## config.mk

```make
export PLATFORM = sky130hd
export DESIGN_NAME = vmicro16_apb_master_flat
export DESIGN_NICKNAME = d
export VERILOG_FILES = /design/src/rtl/vmicro16_apb_master_if.sv /design/src/rtl/vmicro16_apb_master.sv /design/src/flat_wrapper.sv
export SDC_FILE = /design/constraint.sdc
export NUM_CORES = 1
export LEC_CHECK = 0
export CORE_AREA = 2 2 110 112
export DETAILED_ROUTE_END_ITERATION = 10
export DIE_AREA = 0 0 112 114
export PLACE_DENSITY = 0.61
export SETUP_SLACK_MARGIN = 0.3
export SLEW_MARGIN = 30
export SYNTH_ARGS = -nofsm -noshare
export SYNTH_HDL_FRONTEND = slang
export SYNTH_SLANG_ARGS = --single-unit
```

## constraint.sdc

```tcl
create_clock -name clk -period 1.64 [get_ports clk]
set_input_delay 0.328 -clock clk [delete_from_list [all_inputs] [get_ports clk]]
set_output_delay 0.328 -clock clk [all_outputs]
set_load 0.01 [all_outputs]
```

## src/rtl/vmicro16_apb_master_if.sv

```systemverilog
// Core request/response and APB master signals for the vmicro16 APB bridge.
interface vmicro16_apb_master_if #(
  parameter int unsigned ADDR_WIDTH = 20,
  parameter int unsigned DATA_WIDTH = 16
);

  // Core side: single-outstanding request, one-cycle response pulse
  logic                  req_valid;
  logic                  req_ready;
  logic [ADDR_WIDTH-1:0] req_addr;
  logic [DATA_WIDTH-1:0] req_wdata;
  logic                  req_we;
  logic                  rsp_valid;
  logic [DATA_WIDTH-1:0] rsp_rdata;
  logic                  rsp_err;
  logic                  busy;

  // APB side toward the peripheral interconnect
  logic [ADDR_WIDTH-1:0] M_PADDR;
  logic                  M_PWRITE;
  logic                  M_PSELx;
  logic                  M_PENABLE;
  logic [DATA_WIDTH-1:0] M_PWDATA;
  logic [DATA_WIDTH-1:0] M_PRDATA;
  logic                  M_PREADY;

  // Bridge view
  modport master (
    input  req_valid, req_addr, req_wdata, req_we, M_PRDATA, M_PREADY,
    output req_ready, rsp_valid, rsp_rdata, rsp_err, busy,
           M_PADDR, M_PWRITE, M_PSELx, M_PENABLE, M_PWDATA
  );

  // Environment view (core + APB slave)
  modport slave (
    output req_valid, req_addr, req_wdata, req_we, M_PRDATA, M_PREADY,
    input  req_ready, rsp_valid, rsp_rdata, rsp_err, busy,
           M_PADDR, M_PWRITE, M_PSELx, M_PENABLE, M_PWDATA
  );

endinterface

```

## src/rtl/vmicro16_apb_master.sv

```systemverilog
// vmicro16 APB master bridge: turns a core valid/ready request into one APB
// SETUP/ACCESS transfer, with a bounded wait-state timeout that aborts a hung
// slave and returns an error response instead of deadlocking the core.
module vmicro16_apb_master #(
  parameter int unsigned ADDR_WIDTH = 20,
  parameter int unsigned DATA_WIDTH = 16,
  parameter int unsigned TIMEOUT    = 255
) (
  input  logic                 clk,
  input  logic                 reset,
  vmicro16_apb_master_if.master bus
);

  localparam int unsigned CNT_W    = (TIMEOUT == 0) ? 1 : $clog2(TIMEOUT + 1);
  localparam bit          TO_EN    = (TIMEOUT != 0);
  localparam logic [CNT_W-1:0] CNT_LAST = TO_EN ? CNT_W'(TIMEOUT - 1) : '0;

  typedef enum logic [1:0] {
    ST_IDLE   = 2'd0,
    ST_SETUP  = 2'd1,
    ST_ACCESS = 2'd2
  } state_e;

  state_e                state_q, state_d;
  logic [CNT_W-1:0]      cnt_q, cnt_d;
  logic [ADDR_WIDTH-1:0] paddr_q, paddr_d;
  logic [DATA_WIDTH-1:0] pwdata_q, pwdata_d;
  logic                  pwrite_q, pwrite_d;
  logic                  psel_q, psel_d;
  logic                  penable_q, penable_d;
  logic                  rsp_valid_q, rsp_valid_d;
  logic                  rsp_err_q, rsp_err_d;
  logic [DATA_WIDTH-1:0] rsp_rdata_q, rsp_rdata_d;

  // State and datapath registers; async reset clears everything at once
  always_ff @(posedge clk or negedge reset) begin
    if (!reset) begin
      state_q     <= ST_IDLE;
      cnt_q       <= '0;
      paddr_q     <= '0;
      pwdata_q    <= '0;
      pwrite_q    <= 1'b0;
      psel_q      <= 1'b0;
      penable_q   <= 1'b0;
      rsp_valid_q <= 1'b0;
      rsp_err_q   <= 1'b0;
      rsp_rdata_q <= '0;
    end else begin
      state_q     <= state_d;
      cnt_q       <= cnt_d;
      paddr_q     <= paddr_d;
      pwdata_q    <= pwdata_d;
      pwrite_q    <= pwrite_d;
      psel_q      <= psel_d;
      penable_q   <= penable_d;
      rsp_valid_q <= rsp_valid_d;
      rsp_err_q   <= rsp_err_d;
      rsp_rdata_q <= rsp_rdata_d;
    end
  end

  // Next-state and registered-output decode
  always_comb begin
    state_d     = state_q;
    cnt_d       = cnt_q;
    paddr_d     = paddr_q;
    pwdata_d    = pwdata_q;
    pwrite_d    = pwrite_q;
    psel_d      = psel_q;
    penable_d   = penable_q;
    rsp_valid_d = 1'b0;
    rsp_err_d   = rsp_err_q;
    rsp_rdata_d = rsp_rdata_q;

    unique case (state_q)
      ST_IDLE: begin
        if (bus.req_valid) begin
          state_d  = ST_SETUP;
          paddr_d  = bus.req_addr;
          pwdata_d = bus.req_wdata;
          pwrite_d = bus.req_we;
          psel_d   = 1'b1;
        end
      end

      ST_SETUP: begin
        // PREADY is not looked at during SETUP
        state_d   = ST_ACCESS;
        penable_d = 1'b1;
        cnt_d     = '0;
      end

      ST_ACCESS: begin
        if (bus.M_PREADY || (TO_EN && (cnt_q == CNT_LAST))) begin
          // Completion and abort both return to IDLE with the bus parked at 0;
          // PREADY wins when it coincides with the last allowed wait cycle.
          state_d     = ST_IDLE;
          rsp_valid_d = 1'b1;
          psel_d      = 1'b0;
          penable_d   = 1'b0;
          paddr_d     = '0;
          pwdata_d    = '0;
          pwrite_d    = 1'b0;
          if (bus.M_PREADY) begin
            rsp_err_d   = 1'b0;
            rsp_rdata_d = pwrite_q ? '0 : bus.M_PRDATA;
          end else begin
            rsp_err_d   = 1'b1;
            rsp_rdata_d = '0;
          end
        end else if (TO_EN) begin
          cnt_d = cnt_q + CNT_W'(1);
        end
      end

      default: begin
        state_d = ST_IDLE;
      end
    endcase
  end

  // Bus outputs come straight from registers or the state register
  assign bus.req_ready = (state_q == ST_IDLE);
  assign bus.busy      = (state_q != ST_IDLE);
  assign bus.rsp_valid = rsp_valid_q;
  assign bus.rsp_err   = rsp_err_q;
  assign bus.rsp_rdata = rsp_rdata_q;
  assign bus.M_PADDR   = paddr_q;
  assign bus.M_PWDATA  = pwdata_q;
  assign bus.M_PWRITE  = pwrite_q;
  assign bus.M_PSELx   = psel_q;
  assign bus.M_PENABLE = penable_q;

endmodule

```

## src/flat_wrapper.sv

```systemverilog
// flat-port wrapper written by rule: the top's interface ports become plain ports
module vmicro16_apb_master_flat 
#(
  parameter int unsigned ADDR_WIDTH = 20,
  parameter int unsigned DATA_WIDTH = 16,
  parameter int unsigned TIMEOUT    = 255
)
  (clk, reset, bus_req_valid, bus_req_addr, bus_req_wdata, bus_req_we, bus_M_PRDATA, bus_M_PREADY, bus_req_ready, bus_rsp_valid, bus_rsp_rdata, bus_rsp_err, bus_busy, bus_M_PADDR, bus_M_PWRITE, bus_M_PSELx, bus_M_PENABLE, bus_M_PWDATA);
  vmicro16_apb_master_if #(.ADDR_WIDTH(ADDR_WIDTH), .DATA_WIDTH(DATA_WIDTH)) bus_i ();
  input  logic clk;
  input  logic reset;
  input wire logic [$bits(bus_i.req_valid)-1:0] bus_req_valid;
  input wire logic [$bits(bus_i.req_addr)-1:0] bus_req_addr;
  input wire logic [$bits(bus_i.req_wdata)-1:0] bus_req_wdata;
  input wire logic [$bits(bus_i.req_we)-1:0] bus_req_we;
  input wire logic [$bits(bus_i.M_PRDATA)-1:0] bus_M_PRDATA;
  input wire logic [$bits(bus_i.M_PREADY)-1:0] bus_M_PREADY;
  output wire logic [$bits(bus_i.req_ready)-1:0] bus_req_ready;
  output wire logic [$bits(bus_i.rsp_valid)-1:0] bus_rsp_valid;
  output wire logic [$bits(bus_i.rsp_rdata)-1:0] bus_rsp_rdata;
  output wire logic [$bits(bus_i.rsp_err)-1:0] bus_rsp_err;
  output wire logic [$bits(bus_i.busy)-1:0] bus_busy;
  output wire logic [$bits(bus_i.M_PADDR)-1:0] bus_M_PADDR;
  output wire logic [$bits(bus_i.M_PWRITE)-1:0] bus_M_PWRITE;
  output wire logic [$bits(bus_i.M_PSELx)-1:0] bus_M_PSELx;
  output wire logic [$bits(bus_i.M_PENABLE)-1:0] bus_M_PENABLE;
  output wire logic [$bits(bus_i.M_PWDATA)-1:0] bus_M_PWDATA;
  assign bus_i.req_valid = bus_req_valid;
  assign bus_i.req_addr = bus_req_addr;
  assign bus_i.req_wdata = bus_req_wdata;
  assign bus_i.req_we = bus_req_we;
  assign bus_i.M_PRDATA = bus_M_PRDATA;
  assign bus_i.M_PREADY = bus_M_PREADY;
  assign bus_req_ready = bus_i.req_ready;
  assign bus_rsp_valid = bus_i.rsp_valid;
  assign bus_rsp_rdata = bus_i.rsp_rdata;
  assign bus_rsp_err = bus_i.rsp_err;
  assign bus_busy = bus_i.busy;
  assign bus_M_PADDR = bus_i.M_PADDR;
  assign bus_M_PWRITE = bus_i.M_PWRITE;
  assign bus_M_PSELx = bus_i.M_PSELx;
  assign bus_M_PENABLE = bus_i.M_PENABLE;
  assign bus_M_PWDATA = bus_i.M_PWDATA;
  vmicro16_apb_master #(.ADDR_WIDTH(ADDR_WIDTH), .DATA_WIDTH(DATA_WIDTH), .TIMEOUT(TIMEOUT)) u_core (.clk(clk), .reset(reset), .bus(bus_i));
endmodule
```

==> results of run 1 <==
cells in the final DEF, fill, tap and decap left out, types with 3 or more instances in the layout:
| cell type | count |
|---|---|
| o2bb2ai_1 | 37 |
| nand2_1 | 20 |
| buf_12 | 5 |
| o21ai_1 | 24 |
| and2_1 | 3 |
| clkdlybuf4s15_1 | 52 |
| a21oi_1 | 42 |
| a21o_1 | 3 |
| dlygate4sd2_1 | 6 |
| nor2b_1 | 40 |
| buf_4 | 33 |
| nor2_1 | 3 |
| dfrtp_1 | 67 |
| o21ai_2 | 10 |
| clkdlybuf4s50_1 | 54 |
| buf_6 | 8 |
| inv_1 | 4 |
| clkbuf_16 | 9 |
| a31oi_1 | 3 |
cells in the mapped netlist, types with 2 or more instances:
master | n | share of area
nand4_1 | 2 | 0.0039
a31oi_1 | 3 | 0.0059
nor2b_1 | 42 | 0.083
o21ai_1 | 3 | 0.0047
o211ai_1 | 2 | 0.0047
inv_1 | 5 | 0.0059
o21ai_0 | 33 | 0.052
o311ai_0 | 2 | 0.0055
nand3_1 | 2 | 0.0031
ha_1 | 2 | 0.0079
clkbuf_1 | 17 | 0.020
buf_6 | 4 | 0.014
nor2_1 | 4 | 0.0047
buf_2 | 3 | 0.0047
o2bb2ai_1 | 37 | 0.10
a21o_1 | 3 | 0.0071
dfrtp_1 | 67 | 0.53
nor3_1 | 2 | 0.0031
nand2_1 | 20 | 0.024
a21oi_1 | 42 | 0.066
and2_1 | 3 | 0.0059
nand2b_1 | 2 | 0.0039
report_power, final:
| group | internal (W) | switching (W) | leakage [nW] | total (W) |
|---|---|---|---|---|
| sequential | 0.00225 | 0.000410 | 0.863 | 0.00266 |
| combinational | 0.00205 | 0.00188 | 1.23 | 0.00393 |
| clock | 0.00137 | 0.000713 | 0.163 | 0.00209 |
| total | 0.00567 | 0.00300 | 2.25 | 0.00868 |
metrics by stage:
stage	area [µm²]	TNS, ps	cells	worst slack, ps	utilization
2_1_floorplan	3190	0	315	26.7	-
3_3_place_gp	4640	-896	578	-65.0	0.396
3_5_place_dp	4640	-1510	578	-94.1	0.396
4_1_cts	5130	0	607	38.8	0.438
5_1_grt	5350	0	618	5.64	0.457
6_report	5350	0	618	59.7	0.457
registers in the layout, indices dropped and copies added, names as in the netlist:
name / cells
u_core.bus.M_PADDR: 20
u_core.bus.M_PWDATA: 16
u_core.bus.rsp_rdata: 16
u_core.cnt_q: 8
u_core.state_q: 2
u_core.bus.M_PENABLE: 1
u_core.bus.M_PSELx: 1
u_core.bus.M_PWRITE: 1
u_core.bus.rsp_err: 1
u_core.bus.rsp_valid: 1
final cells by class:
type | instances | share of cell area
inverters | 5 | 0.00351
multi-input cells | 220 | 0.281
clock inverters | 6 | 0.0164
clock buffers | 10 | 0.0446
repair buffers | 163 | 0.307
flip-flops and latches | 67 | 0.313
well taps | 147 | 0.0344
cell families (layout without fill, tap and decap cells):
| kind of cell | count (synthesis) | count (layout) | share of synthesized area |
|---|---|---|---|
| mux | 1 | 1 | 0.00315 |
| flops | 67 | 67 | 0.527 |
| simple gates | 84 | 85 | 0.149 |
| buf+inv | 29 | 184 | 0.0448 |
| compound gates | 132 | 132 | 0.268 |
| fa+ha+maj | 2 | 2 | 0.00786 |
worst max path at each step:
stage,end,cells after the start
final,u_core.cnt_q[0],8
after global placement,u_core.cnt_q[7],5
after CTS,u_core.bus.rsp_rdata[0],8
after global routing,u_core.bus.rsp_rdata[0],8
after detailed placement,u_core.bus.rsp_rdata[13],6
after floorplan,u_core.bus.M_PADDR[0],8
what timing repair did:
action | 4_1_cts | 5_1_grt
endpoints found under the hold margin | 10 | 0
hold buffers | 1 | 0
resized for setup | 113 | 78
cloned | 2 | 1
pin swaps | 3 | 4
setup endpoints to repair | 122 | 108
setup buffers | 10 | 10
metal layers:
| metal | wire [µm] | part of all wire | global-route usage | vias up |
|---|---|---|---|---|
| met3 | 598 | 0.062 | 0.0372 | 12 |
| met2 | 4370 | 0.45 | 0.234 | 109 |
| li1 | - | - | - | 1445 |
| met5 | 0 | 0 | 0 | - |
| met1 | 4560 | 0.47 | 0.213 | 1429 |
| met4 | 97 | 0.010 | 0.0455 | 0 |
worst max-delay path: cells and delay by family, from the launching register on:
family	cells	cell delay, ps
AO/OA/AOI/OAI	2	350
adder cells (fa/ha/maj)	1	190
buffers and inverters	3	330
flip-flops	1	340
AND/OR/NAND/NOR	2	230
==> qor.yml, run 1 <==
status: "finished, final reports clean"
ys_ff_latch: 67
dpl.hpwl_um: 6040
synth_edf_count: 0
ys_warn_count: 0
r2r_start: "u_core.cnt_q[0]"
hold_violations: 0
place_congestion: 0.824
syn_nets: 374
max_clock_freq_mhz: 633
reg2reg_depth: 8
start_util: 0.272
period_share: 0.964
synth_cell_types: 37
startpoint_type: "flip-flop"
core_um2: 11700
syn_avg_cell_area_um2: 10.1
detail_route.first_pass.iterations: 4
reg2reg_to: "u_core.cnt_q[0]"
synth_cells: 315
multi_input_area_um2: 1510
vias_per_cell: 4.85
maxCapViolCount: 0
cp_cell_sequence: "inv_1 > ha_2 > and4_4 > buf_4 > a21o_4 > buf_4 > nand3_2 > o311ai_2"
grt_pass1_vias: 3032
syn_area_um2: 3180
startpoint: "u_core.cnt_q[0]"
clock_latency_ps: 330
rsz0062_at_grt: "yes"
dieArea_um2: 12800
slew_violations: 0
vias: 2995
setup_violations: 0
grt_max_degree: 38
grt_usage: 0.152
seqCellArea_um2: 1680
max-vdd-ir-drop_mv: 0.637
final_nets: 525
tightest_slew_ps: 387
std_cell_rows: 40
holdWs_ps: 448
clk_path_buf_depth: 2
clk_transition_reported_paths_ps: 60
slew_headroom: 0.741
io_pins: 116
crit_type: "flip-flop to flip-flop"
synthArstFlopShare: 1.00
slowest_stage: "dfrtp_1"
clock_skew_ps: 10.7
power_w: 0.00868
cpMostUsedCell: "buf_4"
worstPathRequired_ps: 1830
endpoint_kind: "flip-flop"
die_h_um: 114
n_fill_cell: 1118
grt_pass1_wl_um: 15600
rrSetupSlack_ps: 60
port_buffers: 115
cts_buffers: 9
critical_path_arrival_ps: 1770
wirelength_um: 9630
htreeDepth: 3
diodes: 0
clkSinkCount: 67
yosysSeqAreaShare: 0.527
syn_to_final_growth_pct: 68.2
min_period_ps: 1580
die_w_um: 112
worst-path-max-fanout: 7
drc_errors: 0
ant_nets: 0
post_drt_wl_per_cell_um: 15.6
cts-root-buf: "clkbuf_16"
hold_class: "input pin to asynchronous set/reset pin"
p_leak_nw: 2.25
synth_ff_type: "dfrtp_1"
critPathMaxStageDelay_ps: 340
drt_first_iter_violations: 159
grt_overflow: 0
powerDensity_nw_per_um2: 1620
cts_tree: "yes"
grt_antenna_before_repair: 0
drive_above_1_share: 0.200
Power figures use the tool's default switching activity.
==> inputs of run 2 (changes only) <==
--- a/config.mk
+++ b/config.mk
@@ -5,10 +5,10 @@
 export SDC_FILE = /design/constraint.sdc
 export NUM_CORES = 1
 export LEC_CHECK = 0
-export CORE_AREA = 2 2 110 112
+export CORE_AREA = 2 2 91 136
 export DETAILED_ROUTE_END_ITERATION = 10
-export DIE_AREA = 0 0 112 114
-export PLACE_DENSITY = 0.61
+export DIE_AREA = 0 0 93 138
+export PLACE_DENSITY = 0.6
 export SETUP_SLACK_MARGIN = 0.3
 export SLEW_MARGIN = 30
 export SYNTH_ARGS = -nofsm -noshare
==> run 2 against run 1 <==
Effect of this change: worst setup slack lost 27 ps; final area shrank 7.0%; count of clock-buffer cells in the layout is the same; power shrank 8.9%; non-clock buffer count shrank 22; maximum frequency shrank 1.7%; critical path type unchanged; critical path depth shrank 1; first-iteration DRC count shrank 23%; the flow now finishes with violations (negative hold slack); largest power group unchanged; die area grew 0.52%; cell count shrank 2.8%; combinational power shrank 12%.
==> qor.yml, run 2 (synthesis results as in run 1) <==
status: "finished, violations left"
violations: "negative hold slack"
core_um2: 11800
wirelength_um: 9150
worst-path-max-fanout: 22
drt_first_iter_violations: 122
layout_common_cells: "dfrtp_1, clkdlybuf4s50_1, clkdlybuf4s15_1, a21oi_1, nor2b_1"
io_pins: 116
slowest_stage: "dfrtp_1"
post_layout_nonfiller_instances: 601
grt_max_degree: 68
slew_headroom: 0.750
dieArea_um2: 12800
detail_route.first_pass.iterations: 4
finalWorstSetupSlack_ps: 32.4
vias_per_cell: 4.78
min_period_ps: 1610
final_nets: 502
grt_pass1_vias: 2873
hold_violations: 2
max_clock_freq_mhz: 622
dp_cells: 579
port_buffers: 115
diodes: 0
p_leak_nw: 2.06
slew_violations: 0
use_met1: 0.181
crit_type: "flip-flop to flip-flop"
cts_tree: "yes"
cts-root-buf: "clkbuf_16"
grt_antenna_before_repair: 0
met3_usage: 0.0447
dpl_worst_slack_ps: -197
worstPathRequired_ps: 1850
syn_to_final_growth_pct: 56.5
maxCapViolCount: 0
dpl.hpwl_um: 6250
place_congestion: 0.761
holdWs_ps: -4.89
tightest_slew_ps: 375
clkSinkCount: 67
clock_latency_ps: 330
post-route-util: 0.423
die_h_um: 138
die_w_um: 93
vias: 2875
hold_buffers: 0
drive_above_1_share: 0.154
gr-usage-met2: 0.241
final_common_cell: "dfrtp_1"
clk_transition_reported_paths_ps: 60
cp_cell_sequence: "inv_1 > ha_2 > and4_4 > a21oi_4 > a21o_1 > buf_12 > o2bb2ai_1"
grt_overflow: 0
clk_path_buf_depth: 2
setup_tns_ps: 0
post_drt_wl_per_cell_um: 15.2
std_cell_rows: 49
rsz0062_at_grt: "yes"
busiest_layer: "met2"
powerDensity_nw_per_um2: 1590
hold_class: "input pin to asynchronous set/reset pin"
start_util: 0.270
endpoint_kind: "flip-flop"
largest_register_ffs: 20
critPathMaxStageDelay_ps: 380
ant_nets: 0
setup_violations: 0
rrSetupSlack_ps: 30
cts_buffers: 9
htreeDepth: 3
clock_skew_ps: 7.72
startpoint_type: "flip-flop"
critical_path_arrival_ps: 1820
grt_pass1_wl_um: 15000
period_share: 0.980
r2r_start: "u_core.cnt_q[0]"
drc_errors: 0
grt_usage: 0.147
max-vdd-ir-drop_mv: 0.697
reg2reg_to: "u_core.bus.M_PADDR[13]"
reg2reg_depth: 7
## run 2: cell count changes in the layout (fill, tap and decap cells not counted), moves of 3 or more
cell,previous run,this run
o21ai_0,2,28
o21ai_1,24,8
buf_4,33,19
o21ai_2,10,0
clkbuf_2,0,6
buf_6,8,4
clkdlybuf4s15_1,52,48
clkinvlp_4,0,3
dlygate4sd2_1,6,3
## run 2: worst max-delay path by stage
stage	slack, ps	startpoint	cells past startpoint	endpoint
after floorplan	30	u_core.cnt_q[0]	8	u_core.bus.M_PADDR[0]
after global placement	-90	bus_M_PREADY	5	u_core.bus.rsp_rdata[9]
after detailed placement	-200	bus_M_PREADY	4	u_core.cnt_q[7]
after CTS	30	u_core.cnt_q[0]	7	u_core.bus.M_PADDR[3]
after global routing	-20	u_core.cnt_q[0]	7	u_core.bus.M_PWDATA[10]
final	30	u_core.cnt_q[0]	7	u_core.bus.M_PADDR[13]
## run 2: cell type report
type	count	area (µm²)
sequential	67	1680
timing repair buffer	141	1380
clock inverter	6	41.3
inverter	5	18.8
clock buffer	10	239
tap	153	191
multi-input combinational	219	1430
fill	1192	6790
## run 2: worst max-delay path, delay by kind of cell, from the launching register on
| kind | cells | cell delay [ps] |
|---|---|---|
| compound gates | 3 | 420 |
| flops | 1 | 380 |
| simple gates | 1 | 270 |
| buf+inv | 2 | 230 |
| fa+ha+maj | 1 | 170 |
## run 2: metrics by stage
step,cell area [µm²],total power [W]
finish,4980,0.00791
global route,4980,0.00845
CTS,4930,0.00789
detailed placement,4610,0.00623
global placement,4610,0.00618
floorplan,3190,0.00433
## run 2: power by group
part / leakage, nW / internal (W) / total [W] / switching (W)
clock network: 0.130 / 0.00106 / 0.00179 / 0.000726
logic: 1.07 / 0.00175 / 0.00346 / 0.00172
registers: 0.862 / 0.00225 / 0.00266 / 0.000410
## run 2: repair_timing
item / in CTS / in global routing
resized for setup: 115 / 39
buffers inserted: 4 / 2
endpoints found under the setup margin: 125 / 91
pin swaps: 3 / 6
## run 2: per-layer routing
| metal | routed length [µm] | part of all wire | up-vias |
|---|---|---|---|
| met2 | 4580 | 0.50 | 83 |
| met1 | 3870 | 0.42 | 1387 |
| met5 | 0 | 0 | - |
| met4 | 137 | 0.015 | 0 |
| met3 | 562 | 0.061 | 10 |
| li1 | - | - | 1395 |
==> inputs of run 3 (changes only) <==
--- a/config.mk
+++ b/config.mk
@@ -8,7 +8,7 @@
 export CORE_AREA = 2 2 91 136
 export DETAILED_ROUTE_END_ITERATION = 10
 export DIE_AREA = 0 0 93 138
-export PLACE_DENSITY = 0.6
+export PLACE_DENSITY = 0.58
 export SETUP_SLACK_MARGIN = 0.3
 export SLEW_MARGIN = 30
 export SYNTH_ARGS = -nofsm -noshare
==> constraint.sdc (replaced) <==
create_clock -name clk -period 1.5 [get_ports clk]
set_input_delay 0.3 -clock clk [delete_from_list [all_inputs] [get_ports clk]]
set_output_delay 0.3 -clock clk [all_outputs]
set_load 0.01 [all_outputs]
==> run 3 against run 2 <==
Effect of this change: global-route usage increased by 0.90 points; critical endpoint is now u_core.bus.M_PADDR[7]; via count up 7.9%; flip-flop and latch count stayed put; the flow finishes with violations (negative setup slack); first-iteration DRC count shrank 1.6%; non-clock buffer count up 43; routed wire length up 8.0%; largest cell class unchanged; clock skew about the same; power increased by 22%.
==> qor.yml, run 3 (synthesis results as in run 1) <==
p_leak_nw: 2.34
grt_pass1_vias: 3269
clkSinkCount: 67
largest_register_ffs: 20
syn_to_final_growth_pct: 64.4
critPathMaxStageDelay_ps: 390
worstPathRequired_ps: 1710
clk_transition_reported_paths_ps: 60
vias: 3101
startpoint: "u_core.cnt_q[0]"
violations: "negative setup slack"
grt_max_degree: 68
die_h_um: 138
std_cell_rows: 49
hold_class: "flip-flop to flip-flop"
cp_cell_sequence: "inv_1 > ha_2 > and4_4 > a21oi_4 > a21o_4 > buf_12 > o2bb2ai_1"
cts-root-buf: "clkbuf_16"
status: "finished, violations left"
path_buf_inv: 2
worst-path-max-fanout: 16
final_common_cell: "dfrtp_1"
vias_per_cell: 4.82
die_w_um: 93
htreeDepth: 3
r2r_start: "u_core.cnt_q[0]"
drive_above_1_share: 0.338
grt_usage: 0.156
grt_antenna_before_repair: 0
power_w: 0.00962
slew_violations: 0
start_util: 0.270
setup_tns_ps: -2840
setup_violations: 49
slew_headroom: 0.742
dpl.hpwl_um: 6510
max_clock_freq_mhz: 633
finalWorstSetupSlack_ps: -80.8
post_drt_wl_per_cell_um: 15.3
tightest_slew_ps: 388
powerDensity_nw_per_um2: 1840
min_period_ps: 1580
wirelength_um: 9890
clock_latency_ps: 330
maxCapViolCount: 0
grt_overflow: 0
period_share: 1.05
slowest_stage: "dfrtp_1"
clock_skew_ps: 7.47
port_buffers: 115
critical_path_arrival_ps: 1790
endpoint_kind: "flip-flop"
io_pins: 116
ant_nets: 0
crit_type: "flip-flop to flip-flop"
max-vdd-ir-drop_mv: 0.913
core_um2: 11800
place_congestion: 0.779
clk_path_buf_depth: 2
cts_buffers: 9
grt_pass1_wl_um: 16000
worst_hold_startpoint: "u_core.bus.M_PSELx"
rsz0062_at_grt: "yes"
layout_common_cells: "dfrtp_1, buf_4, clkdlybuf4s50_1, buf_2, a21oi_1"
diodes: 0
detail_route.first_pass.iterations: 4
drt_first_iter_violations: 120
cts_tree: "yes"
critical-path-top-delay-family: "compound AO/OA/AOI/OAI gates"
hold_violations: 0
final_nets: 545
startpoint_type: "flip-flop"
dieArea_um2: 12800
drc_errors: 0
run 3: cell count changes in the layout (fill, tap and decap cells not counted), moves of 5 or more:
cell,delta
clkbuf_2,-6
buf_6,+5
clkdlybuf4s15_1,-48
buf_2,+53
o21ai_1,+6
buf_4,+40
o21ai_0,-7
run 3: what timing repair did:
action,4_1_cts,5_1_grt
pin swaps,9,2
cloned,0,1
hold buffers,1,0
endpoints found under the hold margin,29,0
resized for setup,260,21
setup buffers,26,11
setup endpoints to repair,125,87
run 3: final cells by class:
class	instances	area, µm²
Timing Repair Buffer	184	1500
Multi-Input combinational cell	219	1500
Sequential cell	67	1680
Clock buffer	12	246
Tap cell	153	191
Inverter	5	18.8
Fill cell	1167	6540
Clock inverter	4	97.6
run 3: per-layer routing:
layer  track usage  share of wire  vias up
met5             0              0        -
met1         0.171           0.39     1497
met3        0.0387          0.054       24
met2         0.278           0.53       99
met4        0.0720          0.027        0
li1              -              -     1481
run 3: path summary, 6_finish.rpt:
check / to / slack (ps) / depth (start not counted)
worst max-delay path: u_core.bus.M_PADDR[7] / -80 / 7
worst min-delay path: u_core.bus.M_PSELx / 480 / 1
worst max register to register: u_core.bus.M_PADDR[7] / -80 / 7
worst min register to register: u_core.bus.M_PSELx / 480 / 1
max in group asynchronous: u_core.bus.M_PADDR[0] / 660 / 3
min in group asynchronous: u_core.bus.rsp_rdata[7] / 490 / 3
run 3: worst reg2reg max path, stage by stage, from the launching register on:
cell and delay [ps]:
dfrtp_1 390, inv_1 60, ha_2 180, and4_4 240
a21oi_4 70, a21o_4 230, buf_12 150, o2bb2ai_1 130
run 3: metrics by stage:
step | worst slack, ps | hold WS [ps] | cell area (µm²) | instances | utilization
after detailed placement | -158 | 354 | 4700 | 589 | 0.400
after floorplan | -113 | 4.41 | 3200 | 315 | -
after global routing | -166 | 492 | 5230 | 644 | 0.444
final | -80.8 | 484 | 5230 | 644 | 0.444
after CTS | -79.1 | 489 | 5060 | 632 | 0.430
after global placement | -154 | 348 | 4700 | 589 | 0.400
run 3: power breakdown:
part | internal [W] | leakage [nW] | total (W) | switching [W]
combinational | 0.00221 | 1.32 | 0.00430 | 0.00209
sequential | 0.00246 | 0.862 | 0.00288 | 0.000420
clock | 0.00167 | 0.163 | 0.00243 | 0.000765
total | 0.00634 | 2.34 | 0.00961 | 0.00328
